==> config.mk <==
export PLATFORM = sky130hd
export DESIGN_NAME = elevator_motion_ctrl
export DESIGN_NICKNAME = d
export VERILOG_FILES = /design/src/rtl/elevator_motion_ctrl.sv
export SDC_FILE = /design/constraint.sdc
export NUM_CORES = 1
export LEC_CHECK = 0
export CAP_MARGIN = 5
export CORE_MARGIN = 5
export CORE_UTILIZATION = 45
export DETAILED_ROUTE_END_ITERATION = 10
export PLACE_DENSITY = 0.67
export SETUP_SLACK_MARGIN = 0.3
export SLEW_MARGIN = 20
export SYNTH_ARGS = -nofsm -noshare
export SYNTH_HDL_FRONTEND = slang
export SYNTH_SLANG_ARGS = --single-unit
export TNS_END_PERCENT = 5
==> constraint.sdc <==
create_clock -name clk -period 3.5 [get_ports clk]
set_clock_uncertainty 0.2 [all_clocks]
set_input_delay 0.7 -clock clk [delete_from_list [all_inputs] [get_ports clk]]
set_output_delay 0.7 -clock clk [all_outputs]
set_load 0.005 [all_outputs]
==> src/rtl/elevator_motion_ctrl.sv <==
// Sequential elevator controller: latches floor requests, times per-floor travel and
// door dwell, picks direction with a SCAN policy and drives registered motor/door outputs.
module elevator_motion_ctrl #(
    parameter int NUM_FLOORS    = 5,
    parameter int FLOOR_W       = $clog2(NUM_FLOORS),
    parameter int TRAVEL_CYCLES = 4,
    parameter int DOOR_CYCLES   = 3
) (
    input  logic                  clk,
    input  logic                  rst_n,
    input  logic [NUM_FLOORS-1:0] req,
    input  logic                  estop,
    output logic [FLOOR_W-1:0]    floor,
    output logic [NUM_FLOORS-1:0] floor_onehot,
    output logic [NUM_FLOORS-1:0] pending,
    output logic                  up,
    output logic                  down,
    output logic                  stop,
    output logic                  door_open,
    output logic                  dir_up,
    output logic [1:0]            state_dbg
);

    localparam logic [1:0] IDLE      = 2'd0;
    localparam logic [1:0] MOVE_UP   = 2'd1;
    localparam logic [1:0] MOVE_DOWN = 2'd2;
    localparam logic [1:0] DOOR      = 2'd3;

    localparam int TW = (TRAVEL_CYCLES > 1) ? $clog2(TRAVEL_CYCLES) : 1;
    localparam int DW = (DOOR_CYCLES > 1) ? $clog2(DOOR_CYCLES) : 1;
    localparam logic [TW-1:0]         TRAVEL_LAST = TW'(TRAVEL_CYCLES - 1);
    localparam logic [DW-1:0]         DOOR_LAST   = DW'(DOOR_CYCLES - 1);
    localparam logic [FLOOR_W-1:0]    TOP_FLOOR   = FLOOR_W'(NUM_FLOORS - 1);
    localparam logic [NUM_FLOORS-1:0] ONE         = NUM_FLOORS'(1);

    logic [1:0]            state, state_n;
    logic [FLOOR_W-1:0]    floor_n;
    logic                  dir_up_n;
    logic [TW-1:0]         travel_cnt, travel_n;
    logic [DW-1:0]         door_cnt, door_n;
    logic                  estop_q;
    logic [NUM_FLOORS-1:0] clear_mask;
    logic [NUM_FLOORS-1:0] req_seen;
    logic [NUM_FLOORS-1:0] cur_mask, up_mask, down_mask;
    logic                  any_above, any_below;

    assign req_seen  = pending | req;
    assign cur_mask  = ONE << floor;
    assign up_mask   = ONE << (floor + FLOOR_W'(1));
    assign down_mask = ONE << (floor - FLOOR_W'(1));

    always_comb begin
        any_above = 1'b0;
        any_below = 1'b0;
        for (int i = 0; i < NUM_FLOORS; i++) begin
            if (pending[i] && (i > int'(floor))) any_above = 1'b1;
            if (pending[i] && (i < int'(floor))) any_below = 1'b1;
        end
    end

    // While estop_q is high every default holds, so only the request latch moves.
    always_comb begin
        state_n    = state;
        floor_n    = floor;
        dir_up_n   = dir_up;
        travel_n   = travel_cnt;
        door_n     = door_cnt;
        clear_mask = '0;
        if (!estop_q) begin
            case (state)
                IDLE: begin
                    if (|(pending & cur_mask)) begin
                        state_n    = DOOR;
                        door_n     = '0;
                        clear_mask = cur_mask;
                    end else if (any_above && (dir_up || !any_below)) begin
                        state_n  = MOVE_UP;
                        dir_up_n = 1'b1;
                        travel_n = '0;
                    end else if (any_below) begin
                        state_n  = MOVE_DOWN;
                        dir_up_n = 1'b0;
                        travel_n = '0;
                    end
                end
                MOVE_UP: begin
                    if (floor == TOP_FLOOR) begin
                        state_n  = IDLE;
                        travel_n = '0;
                    end else if (travel_cnt == TRAVEL_LAST) begin
                        floor_n  = floor + FLOOR_W'(1);
                        travel_n = '0;
                        if (|(req_seen & up_mask)) begin
                            state_n    = DOOR;
                            door_n     = '0;
                            clear_mask = up_mask;
                        end
                    end else begin
                        travel_n = travel_cnt + TW'(1);
                    end
                end
                MOVE_DOWN: begin
                    if (floor == '0) begin
                        state_n  = IDLE;
                        travel_n = '0;
                    end else if (travel_cnt == TRAVEL_LAST) begin
                        floor_n  = floor - FLOOR_W'(1);
                        travel_n = '0;
                        if (|(req_seen & down_mask)) begin
                            state_n    = DOOR;
                            door_n     = '0;
                            clear_mask = down_mask;
                        end
                    end else begin
                        travel_n = travel_cnt + TW'(1);
                    end
                end
                DOOR: begin
                    // A call to the floor we are standing at reopens the door instead of latching.
                    if (|(req & cur_mask)) begin
                        door_n     = '0;
                        clear_mask = cur_mask;
                    end else if (door_cnt == DOOR_LAST) begin
                        state_n = IDLE;
                        door_n  = '0;
                    end else begin
                        door_n = door_cnt + DW'(1);
                    end
                end
                default: state_n = IDLE;
            endcase
        end
    end

    always_ff @(posedge clk or negedge rst_n) begin
        if (!rst_n) begin
            state      <= IDLE;
            floor      <= '0;
            dir_up     <= 1'b1;
            pending    <= '0;
            travel_cnt <= '0;
            door_cnt   <= '0;
            estop_q    <= 1'b0;
        end else begin
            state      <= state_n;
            floor      <= floor_n;
            dir_up     <= dir_up_n;
            pending    <= req_seen & ~clear_mask;
            travel_cnt <= travel_n;
            door_cnt   <= door_n;
            estop_q    <= estop;
        end
    end

    assign up           = (state == MOVE_UP) & ~estop_q;
    assign down         = (state == MOVE_DOWN) & ~estop_q;
    assign stop         = ~(up | down);
    assign door_open    = (state == DOOR);
    assign floor_onehot = cur_mask;
    assign state_dbg    = state;

endmodule

After elaboration in Yosys (flattened, before gate mapping)
Index checks and enable logic that the tools add are counted.

Add/sub/neg operators: 4. $lt $le $gt $ge: 9. Eq/ne operators: 22. Shift-type cells: 3. Muxes and demuxes: 55. Bitwise logic cells: 13. Reduce and logical (&&, ||, !) cells: 26.

Operators with widths (number): 2-to-1 mux 2 bit (26); 2-to-1 mux 5 bit (9); AND 5 bit (5); one-hot mux 5 bit (4 select lines) (1); OR reduction 5 bit (4); != test 2 bit, second input constant (9); one-hot mux 2 bit (4 select lines) (2); AND reduction 8 bit (2); != test 3 bit, second input constant (5); << shifter 1 x 3 -> 5 bit, first input constant (3); 2-to-1 mux 3 bit (4); 2-to-1 mux 1 bit (11); logical AND 1 bit (10); == test 2 bit, second input constant (4); AND reduction 4 bit (2); > comparator 2 x 3 -> 1 bit, first input constant (2); less-than comparator 1 x 3 -> 1 bit, first input constant (2); less-than comparator 2 x 3 -> 1 bit, first input constant (2); one-hot mux 2 bit (3 select lines) (1); one-hot mux 3 bit (2 select lines) (1); AND reduction 6 bit (1); inverter 5 bit (1); bitwise OR 5 bit (1); adder 2 x 1 -> 2 bit, second input constant (2); other kinds (18) (22).

Register bits after elaboration: 16. Input port bits: 8. Output and inout port bits: 20. Logic and storage cells: 139.

Longest topological paths before layout
Gate-level depths: netlist of the first run.

Depth in word-level cells: 13. Gate-level depth with buffers: 10.

Least setup slack after synthesis of the first run
OpenSTA, ideal clock, no wires.

Kind: register -> register. From: reg floor[2]. To: reg state[0], in the netlist state_dbg[0]. Library setup time: 0.125 ns. Arrival time: 2.476 ns. Data required time: 3.175 ns. Path slack: 0.699 ns. Cell stages (with the launch flop): 11. Clock period less this slack: 2.801 ns. Cell sequence: dfrtp_1 buf_2 buf_1 inv_1 ha_1 nand2b_1 o211ai_1 nor2_1 a2111oi_4 o311ai_1 mux2_4.

Word-level cells in the longest chain between the ends: 13.

RTL lines: start: declaration (line 13) `output logic [FLOOR_W-1:0] floor,`; start signal: assignment (line 146) `floor <= floor_n;`; less-than comparator 1 x 3 -> 1 bit (line 57) `if (pending[i] && (i < int'(floor))) any_below = 1'b1;`; logical AND 1 bit (line 57); 2-to-1 mux 1 bit (5 in a row) (line 57); zero test 1 bit (line 76) `end else if (any_above && (dir_up || !any_below)) begin`; logical OR 1 bit (line 76); logical AND 1 bit (line 76); 2-to-1 mux 2 bit (line 76); 2-to-1 mux 2 bit (line 72) `if (|(pending & cur_mask)) begin`; one-hot mux 2 bit (4 select lines) (line 70) `case (state)`; end signal: assignment (line 145) `state <= state_n;`; end: declaration (line 36) `logic [1:0] state, state_n;`.

Parallel ways exist; a longest one is shown, timed or not. A chain may end at the register's enable or synchronous reset.

Worst setup path in the final report of the first run
From: reg floor[1]. To: out floor_onehot[0].

Word-level cells in the longest chain between the ends: 1.

RTL lines: << shifter 1 x 3 -> 5 bit (line 48) `assign cur_mask = ONE << floor;`; end: declaration (line 14) `output logic [NUM_FLOORS-1:0] floor_onehot,`.

Every way passes these cells.

==> results of run 1 <==
layer usage:
layer,vias up,global-route usage
li1,661,-
met1,644,0.257
met2,41,0.292
met3,4,0.0306
met4,0,0.0431
met5,-,0
cell usage after synthesis (2+ instances only):
| cell type | instances |
|---|---|
| a21oi_1 | 7 |
| a221oi_1 | 4 |
| a31oi_1 | 4 |
| clkbuf_1 | 3 |
| dfrtp_1 | 15 |
| ha_1 | 13 |
| inv_1 | 10 |
| mux2_2 | 4 |
| mux2i_1 | 4 |
| nand2_1 | 16 |
| nand2b_1 | 4 |
| nor2_1 | 12 |
| nor2b_1 | 6 |
| nor3_1 | 4 |
| nor4b_1 | 2 |
| o211ai_1 | 6 |
| o21ai_0 | 15 |
| o22a_1 | 3 |
| o22ai_1 | 2 |
| xnor2_1 | 3 |
worst max-delay path, cell delays in order (launching register included):
cell             delay [ns]
dfrtp_1                0.46
inv_1                  0.17
ha_2                   0.35
nand2_1                0.17
inv_1                  0.16
clkdlybuf4s50_1        0.52
per-stage QoR:
step	area (um2)	std cells	util	setup slack [ns]	power, uW
3_5_place_dp	1730	230	0.565	0.379	716
4_1_cts	1760	234	0.577	0.330	851
2_1_floorplan	1420	164	-	0.699	555
3_3_place_gp	1730	230	0.565	0.457	705
6_report	1760	234	0.578	0.475	849
5_1_grt	1760	234	0.578	0.347	917
power by group:
part | switching (uW) | internal [uW]
Sequential | 45.4 | 225
Combinational | 217 | 229
Clock | 68.7 | 63.4
final timing paths:
path,start,to,slack [ns],cells after the start
setup / recovery,floor[1]$_DFFE_PN0P_,floor_onehot[0],0.48,5
hold / removal,dir_up$_DFFE_PN1P_,dir_up$_DFFE_PN1P_,0.32,2
setup reg to reg,floor[1]$_DFFE_PN0P_,state_dbg[0]$_DFFE_PN0P_,0.59,8
hold reg to reg,dir_up$_DFFE_PN1P_,dir_up$_DFFE_PN1P_,0.32,2
max in group asynchronous,rst_n,estop_q$_DFF_PN0_,1.99,1
min in group asynchronous,rst_n,pending[4]$_DFF_PN0_,0.64,1
logic make-up (layout without fill, tap and decap cells):
family / Yosys count / count (layout) / share of synthesized area
flops: 16 / 16 / 0.282
mux: 9 / 9 / 0.0703
fa+ha+maj: 13 / 13 / 0.114
xor+xnor: 3 / 3 / 0.0185
simple gates: 52 / 52 / 0.184
buf+inv: 16 / 42 / 0.0483
compound gates: 55 / 55 / 0.283
cells in the final DEF, fill, tap and decap left out, types with 4 or more instances in the layout:
| cell | count |
|---|---|
| nand2b_1 | 4 |
| nor2b_1 | 6 |
| a21oi_1 | 7 |
| clkdlybuf4s50_1 | 27 |
| nand2_1 | 16 |
| nor2_1 | 12 |
| mux2_2 | 4 |
| a221oi_1 | 4 |
| ha_1 | 12 |
| o211ai_1 | 6 |
| mux2i_1 | 4 |
| dfrtp_1 | 15 |
| nor3_1 | 4 |
| a31oi_1 | 4 |
| inv_1 | 10 |
| o21ai_0 | 15 |
state kept, by name, indices dropped and copies added, names as in the netlist:
register and flops:
door_cnt 2, state_dbg 2, estop_q 1, floor 3, dir_up 1, travel_cnt 2, pending 5
area by class of cell:
cell class	count	area [um2]
Timing Repair Buffer	28	278
Fill cell	314	1290
Tap cell	44	55.1
Multi-Input combinational cell	132	956
Clock buffer	4	36.3
Inverter	10	37.5
Sequential cell	16	402
what timing repair did:
action | CTS | global route
endpoints found under the setup margin | 0 | 2
buffers inserted | 0 | 0
resized for setup | 0 | 1
==> metrics.txt, run 1 <==
status finished clean; area share of the largest cell type after synthesis 0.264; DRT Pass-1 Iters 4; via count of the first global-routing pass 1338; die height 66.3 um; Max Fclk 331 MHz; GPL Wtd Cong a little under 0.9; VDD IR max 311 uV; worst-path maximum fanout 13; syn nets between 150 and 200; Yosys cell types 47; RSZ-0062 raised after global routing false; final setup vio count 0; CP required ~2.6 ns; Seq/Total Area, Yosys 0.282; Synth Register Bits 16; worst skew pair latency 0.30 ns; total negative slack 0 ns; part of the cycle the worst path needs 0.864; I/O pins 28; largest net degree at the start of global routing 20; # H-tree levels 1; Nets 212; DRT antenna net count 0; CTS hold repair buffers 0; drt wl/cell 16.4 um; cell accounting for the most synthesized area dfrtp_1; CTS Buf Count 3; area grow syn2layout 23.9%; highest routed layer met4; GRT Total Usage 0.184; DR DRC count 0; final hold slack 0.324 ns; dpl hpwl 2840 um; core area 3050 um2; grt total ovfl 0; wire length on met2 1740 um; Root Buffer clkbuf_4; initial core utilization 0.466; Clk pin slew, worst setup/hold paths about 0.11 ns; CP Capture Type output pin; relative slew slack 0.492; yosys warns 0; CTS Sinks 16; # port buffers 27; met3 WL about 200 um; CTS Buffer Depth 2; Mapped Avg Cell Area 8.68 um2; Post-synth EDFFs 0; initial antenna violation count 0; first-pass GRT wire length 6290 um; min Tclk post-route 3.02 ns; Leak Pwr 0.000708 uW; Die Width 66.3 um; Cells after Synth about 160; Slew @ Worst Pin approximately 0.76 ns; vias per cell 5.77; std cell rows 20; Mapped Area 1420 um2; detailed router's first-iteration violation count 79; die area 4390 um2; Total Routed Length about 3800 um; Synth area leaders dfrtp_1 (26%), ha_1 (11%), o21ai_0 (5.3%); Slew Limit Fails 0; share of cells above drive strength 1 0.0895; met1 wire length ~1900 um; critical path arrival 2.12 ns; TritonCTS clock tree yes; number of diodes 0; crit path kind reg -> out; Max-cap violations 0; Vias 1350; post-synthesis async set-or-reset flop share 1.00; Worst setup SP type flop; ys flop type dfrtp_1; Power Dens Cells 481 nW/um2; final number of hold-violating endpoints 0; HP Class reg -> reg
No activity file was read; power rests on OpenSTA's default activity.
==> run 2, diff against run 1 <==
--- a/config.mk
+++ b/config.mk
@@ -5,11 +5,12 @@
 export SDC_FILE = /design/constraint.sdc
 export NUM_CORES = 1
 export LEC_CHECK = 0
+export ABC_AREA = 1
 export CAP_MARGIN = 5
 export CORE_MARGIN = 5
 export CORE_UTILIZATION = 45
 export DETAILED_ROUTE_END_ITERATION = 10
-export PLACE_DENSITY = 0.67
+export PLACE_DENSITY = 0.68
 export SETUP_SLACK_MARGIN = 0.3
 export SLEW_MARGIN = 20
 export SYNTH_ARGS = -nofsm -noshare
==> constraint.sdc (replaced) <==
create_clock -name clk -period 2.7 [get_ports clk]
set_clock_uncertainty 0.2 [all_clocks]
set_input_delay 0.54 -clock clk [delete_from_list [all_inputs] [get_ports clk]]
set_output_delay 0.54 -clock clk [all_outputs]
set_load 0.005 [all_outputs]
==> run 2 against run 1 <==
Compared with the run above: clock-buffer cell count unchanged; via count up 38%; core utilization up 4.1 points; sequential power is 57% higher; register-to-register slack lost 0.14 ns; worst setup slack worse by 0.21 ns; cell count grew 55%; sequential share of layout area fell by 5.0 points; die area increased by 17%; final area is 28% higher; critical endpoint is now floor_onehot[1]; highest routed layer unchanged.
==> metrics.txt, run 2 <==
Nets 336; RSZ-0062 raised after global routing true; grt total ovfl 0; CTS Sinks 16; relative slew slack 0.708; Largest regs pending (5), floor (3); VDD IR max between 400 and 500 uV; most instantiated library cell after synthesis nand2_1; commonest non-fill, non-tap cell in the layout nand2_1; syn nets around 290; drt wl/cell 14.2 um; Leak Pwr 0.00108 uW; DRT antenna net count 0; die height about 72 um; most frequent cells in the layout nand2_1 (76), nor2_1 (32), inv_1 (30), nand3_1 (30), clkdlybuf4s50_1 (25); Most Crowded Layer GR met2; DRT Pass-1 Iters 5; total negative slack 0 ns; yosys warns 0; Max-cap violations 0; largest net degree at the start of global routing 17; die area 5110 um2; worst-path maximum fanout 5; GPL Wtd Cong between 0.9 and 1; Slew @ Worst Pin 0.436 ns; core area 3660 um2; met2 Usage GRT 0.335; Total Routed Length a little over 5000 um; # port buffers 27; Vias 1868; Root Buffer clkbuf_8; Die Width 71.5 um; Slew Limit Fails 0; CP required between 1.5 and 2 ns; TritonCTS clock tree yes; critical path arrival 1.69 ns; first-pass GRT wire length 8710 um; Clk pin slew, worst setup/hold paths 0.07 ns; Seq/Total Area, Yosys 0.236; non-filler instance count after layout 362; crit path kind reg -> out; vias per cell roughly 5.2; Power Dens Cells 797 nW/um2; DR DRC count 0; cell accounting for the most synthesized area dfrtp_1; final setup vio count 0; DP Cell Count 348; post-synthesis async set-or-reset flop share 1.00; Post-synth EDFFs 0; Synth Register Bits 16; HP Class reg -> reg; worst skew pair latency 0.26 ns; Biggest register pending; Largest register FFs 5; I/O pins 28; Cells after Synth approximately 270; GR Layer Usage met1 0.293; std cell rows 22; Max Fclk 411 MHz; Yosys cell types 31; final number of hold-violating endpoints 0; dpl hpwl 3950 um; CTS Buf Count 3; area share of the largest cell type after synthesis 0.220; area grow syn2layout 33.1%; Worst setup SP type flop; initial antenna violation count 0; CP Capture Type output pin; status finished clean; share of cells above drive strength 1 0.191; Mapped Avg Cell Area 6.24 um2; detailed router's first-iteration violation count 152; CTS Buffer Depth 2; number of diodes 0; via count of the first global-routing pass 1817; Mapped Area 1700 um2; initial core utilization 0.465; CTS hold repair buffers 0; Synth top cells by count nand2_1 (78), inv_1 (35), nor2_1 (32); Synth area leaders dfrtp_1 (22%), nand2_1 (17%), ha_1 (9.6%); ys flop type dfrtp_1; # H-tree levels 1; min Tclk post-route 2.43 ns; met3 Use GR 0.0365; part of the cycle the worst path needs 0.902; GRT Total Usage 0.213
-- run 2: cell types whose count changed after synthesis, moves of 5 or more --
cell	change
inv_1	+25
nand2_1	+62
nand2_2	+8
nand3_1	+30
nor2_1	+20
nor2b_1	-6
o211ai_1	-5
o21ai_0	-9
o21ai_1	+8
-- run 2: cell families (layout without fill, tap and decap cells) --
group / count (synthesis) / after routing / synth area share
compound gates: 29 / 29 / 0.0933
flops: 16 / 16 / 0.236
xor+xnor: 2 / 2 / 0.0103
buf+inv: 43 / 84 / 0.109
simple gates: 170 / 170 / 0.456
fa+ha+maj: 13 / 13 / 0.0955
-- run 2: final cells by class --
type | count | area (um2)
Fill cell | 348 | 1400
Multi-Input combinational cell | 214 | 1200
Sequential cell | 16 | 403
Timing Repair Buffer | 42 | 397
Inverter | 38 | 148
Tap cell | 48 | 60.1
Clock buffer | 4 | 55.1
-- run 2: where the power goes --
group | switching [uW] | total, uW | internal, uW
clock network | 96.6 | 226 | 130
logic | 661 | 1160 | 496
registers | 97.3 | 423 | 326
-- run 2: path summary, 6_finish.rpt --
| check | startpoint | end | slack [ns] | cells after the start |
|---|---|---|---|---|
| min reg2reg | dir_up$_DFFE_PN1P_ | dir_up$_DFFE_PN1P_ | 0.29 | 2 |
| max | floor[0]$_DFFE_PN0P_ | floor_onehot[1] | 0.27 | 5 |
| min in group asynchronous | rst_n | pending[3]$_DFF_PN0_ | 0.41 | 2 |
| max in group asynchronous | rst_n | dir_up$_DFFE_PN1P_ | 1.64 | 2 |
| min | dir_up$_DFFE_PN1P_ | dir_up$_DFFE_PN1P_ | 0.29 | 2 |
| max reg2reg | floor[0]$_DFFE_PN0P_ | state_dbg[0]$_DFFE_PN0P_ | 0.45 | 15 |
-- run 2: critical path, cell delays in order (launching register included) --
cell and delay, ns:
dfrtp_1 0.41, buf_4 0.17, ha_4 0.16, nand2_2 0.08, inv_1 0.10, clkdlybuf4s50_1 0.51
-- run 2: repair_timing --
item	CTS	global route
resized for setup	13	12
endpoints found under the setup margin	8	16
setup buffers	7	3
pin swaps	0	0
-- run 2: routing by layer --
| layer | routed length, um | part of all wire |
|---|---|---|
| met5 | 0 | 0 |
| met4 | 100 | 0.019 |
| met3 | 389 | 0.076 |
| met2 | 2300 | 0.45 |
| met1 | 2350 | 0.46 |
-- run 2: through the flow --
stage                     worst slack [ns]   util  total power [uW]  hold WS [ns]  cell area [um2]
after CTS                            0.236  0.596              1770         0.297             2180
after detailed placement             0.157  0.555              1470         0.286             2030
after global placement               0.222  0.555              1490         0.280             2030
final                                0.265  0.619              1810         0.292             2270
after floorplan                      0.589      -              1080        0.0444             1700
after global routing                 0.204  0.619              1980         0.353             2270
==> patch 1: new RTL, config.mk and constraints of run 1 <==
Change the parameter `NUM_FLOORS` from 5 to 4.
--- a/src/rtl/elevator_motion_ctrl.sv
+++ b/src/rtl/elevator_motion_ctrl.sv
@@ -3,3 +3,3 @@
 module elevator_motion_ctrl #(
-    parameter int NUM_FLOORS    = 5,
+    parameter int NUM_FLOORS    = 4,
     parameter int FLOOR_W       = $clog2(NUM_FLOORS),
Ports: changed (resized floor, floor_onehot, pending and req); port bits go from 28 to 24. No check against the original RTL was run, so the function may have changed too.
==> patch 1 against run 1 <==
Routed wire length fell by 18%. Sequential cell count fell by 2. First-iteration DRC count fell by 47%. Setup slack improved by 0.23 ns. Register-to-register slack improved by 0.38 ns. Utilization rose by 1.9 points. Synthesized area fell by 15%. Cell area fell by 15%. Global-route usage fell by 0.52 points.
Power is not compared: it rests on default switching activity, and its combinational part moved more than twofold at a synthesized area within 25%.
==> patch 1: results (changes against run 1) <==
| Metric | Value |
|---|---|
| Status | `finished clean` |
| Routed len/inst | `16.9 µm (+3.2%)` |
| Vias in the first global route | `1088 (-19%)` |
| Placed Area | `1470 µm² (-15%)` |
| XOR/XNOR Fraction of Synth Area | `0.00720 (-0.0113)` |
| Worst EP arrival | `1.89 ns (-0.23 ns)` |
| Headroom to the max-slew limit | `0.549 (+0.0572)` |
| DR iter-0 viols | `42 (-47%)` |
| Inserted Clock Buffers | `3 (unchanged)` |
| Mux share of post-synthesis cell area | `0.0566 (-0.0137)` |
| PortBufs | `23 (-15%)` |
| Gpl congestion | `0.904 (+1.3%)` |
| Slowest stage delay, CP | `0.58 ns (+0.06 ns)` |
| Global router's overall resource usage | `0.178 (-0.00517)` |
| Dpl ws | `0.779 ns (+0.400 ns)` |
| Post-synth top cells | `14 x nor2_1, 13 x dfrtp_1, 12 x ha_1` |
| Post-synth net total | `150 (-19%)` |
| Largest cells by area after synthesis | `dfrtp_1 27%, ha_1 12%, nor2_1 4.3%` |
| Max reg flops | `4 (-1)` |
| Drt via density | `5.96 (+3.3%)` |
| Largest net degree at the start of global routing | `15 (-25%)` |
| Filler cells | `225 (-28%)` |
| First-pass GRT wire length | `5060 µm (-20%)` |
| Hpwl dp | `2300 µm (-19%)` |
| Share of layout cells above drive strength 1 | `0.103 (+0.0131)` |
| Synth Area in Compound Gates | `0.281 (-0.00209)` |
| CP max stage cell | `clkdlybuf4s50_1` |
| Part of the Yosys area used for sequential elements | `0.289 (+0.00702)` |
| Worst-path fanout max | `10 (-3)` |
| Post-synthesis adder-cell area fraction | `0.123 (+0.00922)` |
patch 1: final cells by class:
cell class | count | area share
Multi-Input combinational cell | 105 | 0.539
Sequential cell | 14 | 0.234
Timing Repair Buffer | 23 | 0.153
Inverter | 10 | 0.0249
Tap cell | 30 | 0.0249
Clock buffer | 4 | 0.0241
patch 1: worst reg2reg max path: stages (launching register included):
cell     delay (ns)
dfrtp_1        0.51
inv_1          0.13
ha_1           0.31
a22oi_1        0.22
nand2_1        0.14
o31a_1         0.29
nor4_4         0.28
mux2_4         0.33
patch 1: worst paths after layout:
check | start | slack, ns | cells after the start | endpoint
max | floor[1] | 0.71 | 3 | floor_onehot[1]
min | travel_cnt[0] | 0.33 | 1 | travel_cnt[0]
max reg2reg | floor[1] | 0.97 | 7 | state_dbg[0]
min reg2reg | travel_cnt[0] | 0.33 | 1 | travel_cnt[0]
max in group asynchronous | rst_n | 2.06 | 1 | travel_cnt[1]
min in group asynchronous | rst_n | 0.60 | 1 | pending[3]
patch 1: where the power goes:
group | switching (mW) | internal (mW)
combinational | 0.503 | 0.466
clock | 0.0606 | 0.0635
sequential | 0.0883 | 0.227
total | 0.652 | 0.756
patch 1: metrics by stage:
stage	power, mW	util	instances
6_report	1.41	0.597	186
5_1_grt	1.52	0.597	186
4_1_cts	1.41	0.597	186
3_5_place_dp	1.28	0.582	182
3_3_place_gp	1.26	0.582	182
2_1_floorplan	0.948	-	131
patch 1: routing by layer:
| layer | track usage | up-vias | wire [µm] | part of all wire |
|---|---|---|---|---|
| met5 | 0 | - | 0 | 0 |
| met4 | 0.0879 | 0 | 45 | 0.014 |
| met3 | 0.0248 | 5 | 166 | 0.053 |
| met2 | 0.271 | 33 | 1410 | 0.45 |
| met1 | 0.247 | 536 | 1530 | 0.49 |
| li1 | - | 534 | - | - |
==> patch 2: new RTL, settings of run 1 <==
Made on the original files. Take the reset off `pending` and load it in a clocked block of its own.
--- a/src/rtl/elevator_motion_ctrl.sv
+++ b/src/rtl/elevator_motion_ctrl.sv
@@ -139,3 +139,2 @@
             dir_up     <= 1'b1;
-            pending    <= '0;
             travel_cnt <= '0;
@@ -147,3 +146,2 @@
             dir_up     <= dir_up_n;
-            pending    <= req_seen & ~clear_mask;
             travel_cnt <= travel_n;
@@ -152,2 +150,6 @@
         end
+    end
+
+    always_ff @(posedge clk) begin
+        pending <= req_seen & ~clear_mask;
     end
Behaviour: not the same (Yosys sat finds a counterexample within 4 cycles, from zero or initial values and one cycle with rst_n low).
==> patch 2 against run 1 <==
Cell area decreased by 1.4%. Setup slack improved by 0.0075 ns. Fmax increased by 0.25%. Largest power group unchanged. Clock power decreased by 4%. Sequential cell count unchanged. Synthesized area decreased by 1.8%. Non-clock buffer count unchanged. Routed wire length decreased by 3.5%. Total power decreased by 1.3%.
==> patch 2: results (changes against run 1) <==
| Metric | Value |
|---|---|
| Hold Path Stages | `1 (-1)` |
| LEAKAGE | `0.703 nW (-0.65%)` |
| Inserted Clock Buffers | `3 (unchanged)` |
| Initial antenna violation count | `0 (unchanged)` |
| GR Util met1 | `0.245 (-0.0117)` |
| Seq. pwr | `0.269 mW (about the same)` |
| Vias in the first global route | `1296 (-3.1%)` |
| R2R cell count | `8 (unchanged)` |
| DR iter-0 viols | `91 (+15%)` |
| Largest cells by area after synthesis | `dfrtp_1 18%, ha_1 12%, dfxtp_1 7.2%` |
| Met3 routed WL | `268 µm (+34%)` |
| Headroom to the max-slew limit | `0.650 (+0.158)` |
| Final Hold Slack | `0.322 ns (-0.00189 ns)` |
| Switching share of power | `0.384 (-0.00700)` |
| Gpl congestion | `0.909 (+1.8%)` |
| Routed WL | `3700 µm (-3.5%)` |
| Post-synth net total | `185 (unchanged)` |
| Worst-path clk slew | `0.09 ns (-0.02 ns)` |
| Hold path start | `travel_cnt[1]` |
| Biggest registers after layout | `pending x5, floor x3` |
| Final WS setup | `0.483 ns (+0.00748 ns)` |
| Met2 GRT Util | `0.293 (+0.000425)` |
| Post-CTS setup buffers | `0 (unchanged)` |
| Netlist cell types | `48 (+2.1%)` |
| Hold Path Sink | `travel_cnt[1]` |
| DR top layer | `met4` |
| Antenna diodes | `0 (unchanged)` |
| Part of the Yosys area used for sequential elements | `0.269 (-0.0128)` |
| Hpwl dp | `2880 µm (+1.6%)` |
| Met2 WL | `1710 µm (-1.9%)` |
| NetSw | `0.321 mW (-3.1%)` |
| First-pass GRT wire length | `6180 µm (-1.6%)` |
| Met3 track demand over resource | `0.0479 (+0.0173)` |
| VDD IR-drop max | `0.430 mV (+38%)` |
| Status | `finished clean` |
| Global router's overall resource usage | `0.183 (-0.000271)` |
| Flop2flop setup slack | `0.61 ns (+0.02 ns)` |
| Metal-1 WL | `1690 µm (-9.0%)` |
| Dpl ws | `0.392 ns (+0.0134 ns)` |
| Placed Area | `1700 µm² (-1.5%)` |
| Combinational group share of total power | `0.527 (about the same)` |
| Drt via density | `5.79 (+0.37%)` |
| Filler cells | `283 (-9.9%)` |
| Async SR Flop Fraction | `0.688 (-0.313)` |
| Worst min path class | `reg2reg` |
| Worst skew pair latency | `0.30 ns (about the same)` |
| Post-synth top cells | `16 x nand2_1, 15 x o21ai_0, 13 x ha_1` |
| NumNets Final | `212 (unchanged)` |
==> patch 2: cell types whose count changed after synthesis, sizes merged <==
cell,run 1,this run
dfrtp,15,10
dfxtp,0,5
==> patch 2: worst max-delay path, stage by stage (launching register included) <==
cell and delay (ns):
dfrtp_1 0.46, inv_1 0.17, ha_2 0.36, nand2_1 0.16
inv_1 0.15, clkdlybuf4s50_1 0.52
==> patch 2: area by class of cell <==
type                       count  area (µm²)  share of cell area
clock buffer                   4        36.3              0.0209
inverter                      10        37.5              0.0216
sequential                    16         377               0.217
tap                           44        55.1              0.0317
timing repair buffer          28         278               0.160
multi-input combinational    132         956               0.550
==> patch 2: kinds of logic after synthesis <==
logic type / after synthesis / synth area share
buf+inv: 16 / 0.0492
compound gates: 55 / 0.288
flops: 16 / 0.269
mux: 9 / 0.0716
simple gates: 52 / 0.187
xor+xnor: 3 / 0.0188
fa+ha+maj: 13 / 0.116
